--- config.mk ---
export PLATFORM = sky130hd
export DESIGN_NAME = poly8_sweep
export DESIGN_NICKNAME = d
export VERILOG_FILES = /design/src/rtl/poly8_sweep.sv
export SDC_FILE = /design/constraint.sdc
export NUM_CORES = 1
export LEC_CHECK = 0
export ABC_AREA = 1
export CAP_MARGIN = 20
export CORE_MARGIN = 10
export CORE_UTILIZATION = 40
export DETAILED_ROUTE_END_ITERATION = 7
export GPL_ROUTABILITY_DRIVEN = 0
export PLACE_DENSITY = 0.7
export SYNTH_ARGS = -nofsm -noshare
export SYNTH_HDL_FRONTEND = slang
export SYNTH_SLANG_ARGS = --single-unit
--- constraint.sdc ---
create_clock -name clock -period 8.35 [get_ports clock]
set_clock_uncertainty 0.1 [all_clocks]
set_input_delay 2.505 -clock clock [delete_from_list [all_inputs] [get_ports clock]]
set_output_delay 2.505 -clock clock [all_outputs]
set_load 0.05 [all_outputs]
--- src/rtl/poly8_sweep.sv ---
// Sweeps idx = base..base+count-1 through a pipelined poly8 callee, summing the returns mod 2^32.
// One issue and one return per cycle at most, up to MAX_OUT calls in flight; the host result holds while stall=1.
module poly8_sweep #(
    parameter int MAX_OUT = 4
) (
    input  logic        clock,
    input  logic        resetn,
    input  logic        start,
    output logic        busy,
    input  logic [31:0] base,
    input  logic [15:0] count,
    output logic        done,
    input  logic        stall,
    output logic [31:0] returndata,
    output logic        k_start,
    input  logic        k_busy,
    output logic [31:0] k_idx,
    input  logic        k_done,
    output logic        k_stall,
    input  logic [31:0] k_returndata
);

    localparam logic [3:0] MAX_OUT_W = 4'(MAX_OUT);

    typedef enum logic [1:0] {IDLE, RUN, DRAIN, RESULT} state_t;

    state_t      state;
    logic [31:0] base_q;
    logic [31:0] sum;
    logic [15:0] count_q;
    logic [15:0] issued;
    logic [15:0] received;
    logic [3:0]  outstanding;

    logic        issue;
    logic        accept;
    logic [15:0] issued_nx;
    logic [15:0] received_nx;

    assign busy       = (state != IDLE);
    assign done       = (state == RESULT);
    assign returndata = (state == RESULT) ? sum : 32'd0;
    assign k_stall    = !((state == RUN) || (state == DRAIN));
    assign k_start    = (state == RUN) && (issued < count_q) && (outstanding < MAX_OUT_W);
    assign k_idx      = base_q + {16'd0, issued};

    assign issue       = k_start && !k_busy;
    assign accept      = k_done && !k_stall;
    assign issued_nx   = issued + {15'd0, issue};
    assign received_nx = received + {15'd0, accept};

    always_ff @(posedge clock or negedge resetn) begin
        if (!resetn) begin
            state       <= IDLE;
            base_q      <= 32'd0;
            count_q     <= 16'd0;
            sum         <= 32'd0;
            issued      <= 16'd0;
            received    <= 16'd0;
            outstanding <= 4'd0;
        end else begin
            case (state)
                IDLE: begin
                    if (start) begin
                        base_q      <= base;
                        count_q     <= count;
                        sum         <= 32'd0;
                        issued      <= 16'd0;
                        received    <= 16'd0;
                        outstanding <= 4'd0;
                        state       <= (count == 16'd0) ? RESULT : RUN;
                    end
                end
                RUN, DRAIN: begin
                    issued      <= issued_nx;
                    received    <= received_nx;
                    outstanding <= outstanding + {3'd0, issue} - {3'd0, accept};
                    if (accept) begin
                        sum <= sum + k_returndata;
                    end
                    // received can only reach count once issued has, so this also covers RUN -> RESULT
                    if (received_nx == count_q) begin
                        state <= RESULT;
                    end else if (issued_nx == count_q) begin
                        state <= DRAIN;
                    end
                end
                RESULT: begin
                    if (!stall) begin
                        state <= IDLE;
                    end
                end
                default: state <= IDLE;
            endcase
        end
    end

endmodule

==> summary.txt <==
STA
  – Crit share post-route: 74.1%
  – Final-report setup violation count: 0
  – Final WS setup: 2160 ps
  – RSZ-0062 raised after global routing: false
  – Aggregate negative setup slack: 0 ps
  – Endpoints failing hold: 0
  – Final Max Tran Viols: 0
  – Final min period: 6190 ps
  – Max frequency: 162 MHz
  – Max_slew headroom: 38.8%
  – WHS: 390 ps
  – Least-Margin Pin Slew: 919 ps

Placement
  – Setup WS pre-CTS: 2600 ps
  – I/O Buffers: 153
  – Hpwl dp: 23200 um
  – Placed cell count: 1831

Drt
  – Vias: 9760
  – Wire length per cell: 16.2 um
  – Initial DRC Count: 743
  – Top sig layer: met4
  – Routed met2 length: 14400 um
  – Routed length on met3: 1890 um
  – Via-to-Cell Ratio: 5.23
  – DRT Pass-1 Iters: 6
  – Post-route antenna net violation count: 0
  – Routed WL: 30300 um
  – Met1 Wirelength: 13400 um
  – # DRC: 0

Power and ir drop
  – Clock share of power: 19.2%
  – Leak: 5.91 nW
  – NetSw: 1.96 mW
  – Switching share of power: 49.6%
  – Logic pwr share: 56.6%
  – Int Pwr: 1.99 mW
  – Peak supply drop: 0.170 mV
  – Flop pwr share: 24.2%
  – Pwr Density: 331 mW/mm2

Clocking
  – CTS tree: yes
  – Post-CTS Setup Repair Bufs: 0
  – Clock root buffer: clkbuf_16
  – Clk Latency, worst-skew pair: 430 ps
  – Resized cells post-CTS: 0
  – TritonCTS Buffers: 17
  – CTS Hold Buffers Added: 0
  – Clk slew on worst S/H paths: 50 ps
  – H-tree depth: 4
  – Clock Tree Buf Depth: 2
  – TritonCTS Sinks: 118

Worst setup path
  – Crit-path slowest cell: clkdlybuf4s50_1
  – Crit path max-delay family: buffers and inverters
  – Crit Path Class: register to output pin
  – Slowest stage delay, CP: 830 ps
  – Critical path's most frequent cell: nand2_1
  – Crit end category: output pin
  – Reg2reg path depth: 23
  – Crit path launch type: register
  – CP arrival: 3580 ps
  – CP Max Fanout: 4
  – Critical Path RT: 5750 ps
  – CP Buf/Inv Count: 2
  – Cell chain of the critical path: ha_1 > inv_1 > fa_1 > o21ai_2 > a21oi_1 > o21ai_2 > nand3_1 > nand2_1 > nand2_1 > nor2_1 > nand2_1 > xor2_1 > clkdlybuf4s50_1
  – Critical path depth in cells: 13

Yosys
  – Top cell type's share of synthesized area: 31.3%
  – Sequential area share after synthesis: 31.3%
  – Top area cells in the synthesized netlist: dfrtp_1 31%, nand2_1 18%, ha_1 9.8%, inv_1 6.3%, o21ai_0 4.8%
  – Cell count after synthesis: 1379
  – Synth cell types: 47
  – Number of synthesized flops with an enable pin: 0
  – Syn. warnings: 0
  – Synth Area per Inst: 6.85 um2
  – Post-synth top flop: dfrtp_1
  – Synth async-reset ratio: 100%
  – Seq cells post-synth: 118
  – Post-Syn Area: 0.00944 mm2
  – Post-Syn Nets: 1542
  – Synth area leader: dfrtp_1

Final layout
  – Register area: 0.00295 mm2
  – Fraction of layout cells with a size suffix above 1: 5.05%
  – Most frequent cells in the layout: 446 x nand2_1, 158 x inv_1, 152 x clkdlybuf4s50_1, 118 x dfrtp_1, 97 x nor2_1
  – Finished Layout Cells: 1866
  – Area delta synth->final: 26.4%
  – Area of the multi-input gates: 0.00577 mm2
  – Nets@finish: 1695
  – End-of-flow core utilization: 51.2%
  – Fill count: 2310
  – Commonest non-fill, non-tap cell in the layout: nand2_1

Floorplan
  – Chip width: 174 um
  – Die height: 174 um
  – I/O pin cnt: 154
  – Die area: 0.0302 mm2
  – Core footprint: 0.0233 mm2
  – Initial Utilization: 40.5%
  – Std-Cell Rows: 56

Run status
  – Status: finished, final reports clean

Global route
  – First-pass GRT wire length: 49400 um
  – Largest net degree at the start of global routing: 75
  – Grt ovf: 0
  – Initial antenna violation count: 1
  – Vias in the first global route: 9635
  – Total track usage: 19.9%

Flow run
  – MaxCap Viol Count: 0

Hold path
  – Hold Path Stages: 2
  – Min-delay worst type: register to register
final timing paths:
check                       startpoint          to  slack [ps]
min reg2reg                  base_q[0]   base_q[0]         390
max in group asynchronous       resetn     sum[31]        4750
max reg2reg                count_q[11]    state[1]        4250
min                          base_q[0]   base_q[0]         390
max                          issued[0]   k_idx[28]        2160
min in group asynchronous       resetn  base_q[13]        2010
area by class of cell:
class / instances / area share (%)
well taps: 319 / 3.34
clock buffers: 22 / 3.89
flip-flops and latches: 118 / 24.7
repair buffers: 162 / 13.5
clock inverters: 10 / 1.07
inverters: 162 / 5.09
multi-input cells: 1071 / 48.4
diodes: 2 / 0.0419
power by group through the flow:
stage | clock (mW) | combinational (mW) | sequential, mW
after global placement | 0 | 2.19 | 0.955
after global routing | 0.790 | 2.46 | 0.984
after detailed placement | 0 | 2.22 | 0.956
final | 0.757 | 2.24 | 0.956
after CTS | 0.767 | 2.23 | 0.951
after floorplan | 0 | 1.57 | 0.898
registers in the layout, summed over array words and instances, names as in the netlist:
name / cells
sum: 32
state: 2
outstanding: 4
base_q: 32
received: 16
count_q: 16
issued: 16
worst reg2reg max path, cell delays in order, from the launching register on:
cell	delay, ps
dfrtp_1	440
inv_1	150
ha_1	350
a21oi_1	140
o21ai_0	110
a21oi_1	290
nand3_1	180
nor3_1	480
ha_1	320
nand2_1	80
nor2_2	240
nand2_2	120
nor2_1	110
nand2_1	70
nand2_1	100
nand2_1	50
nand2_1	60
nand2_1	50
nor2_1	130
nand3_1	140
nand3_2	120
nand2_2	50
nand2_1	60
nand2_1	50
cells by family after synthesis:
group / count (synthesis) / share of synthesized area (%)
buf+inv: 190 / 7.59
fa+ha+maj: 77 / 10.4
compound gates: 246 / 14.6
simple gates: 699 / 31.2
flops: 118 / 31.3
xor+xnor: 49 / 4.85
cells in the mapped netlist (2+ instances only):
cell type / count
a21o_1: 10
a21oi_1: 80
a21oi_2: 4
a22o_1: 2
a31oi_1: 3
buf_2: 3
clkbuf_1: 24
dfrtp_1: 118
fa_1: 3
ha_1: 74
inv_1: 159
inv_2: 2
nand2_1: 446
nand2_2: 9
nand2_4: 2
nand3_1: 85
nand3_2: 2
nand3b_1: 2
nand4_1: 19
nor2_1: 97
nor2_2: 6
nor2_4: 4
nor3_1: 11
nor4_1: 9
o21a_1: 3
o21ai_0: 91
o21ai_1: 9
o21ai_2: 4
o21bai_1: 4
o22ai_1: 25
o31ai_1: 5
or2_2: 4
xnor2_1: 11
xor2_1: 36
routing by layer:
metal | GRT usage (%) | vias up
met5 | 0 | -
met4 | 6.38 | 0
met3 | 4.77 | 46
met2 | 33.0 | 307
met1 | 25.0 | 4552
li1 | - | 4855
per-stage QoR:
stage,area (um2),power [mW]
3_3_place_gp,11300,3.14
4_1_cts,11900,3.95
2_1_floorplan,9440,2.47
3_5_place_dp,11300,3.18
6_report,11900,3.95
5_1_grt,11900,4.24
(Power assumes the default switching activity.)
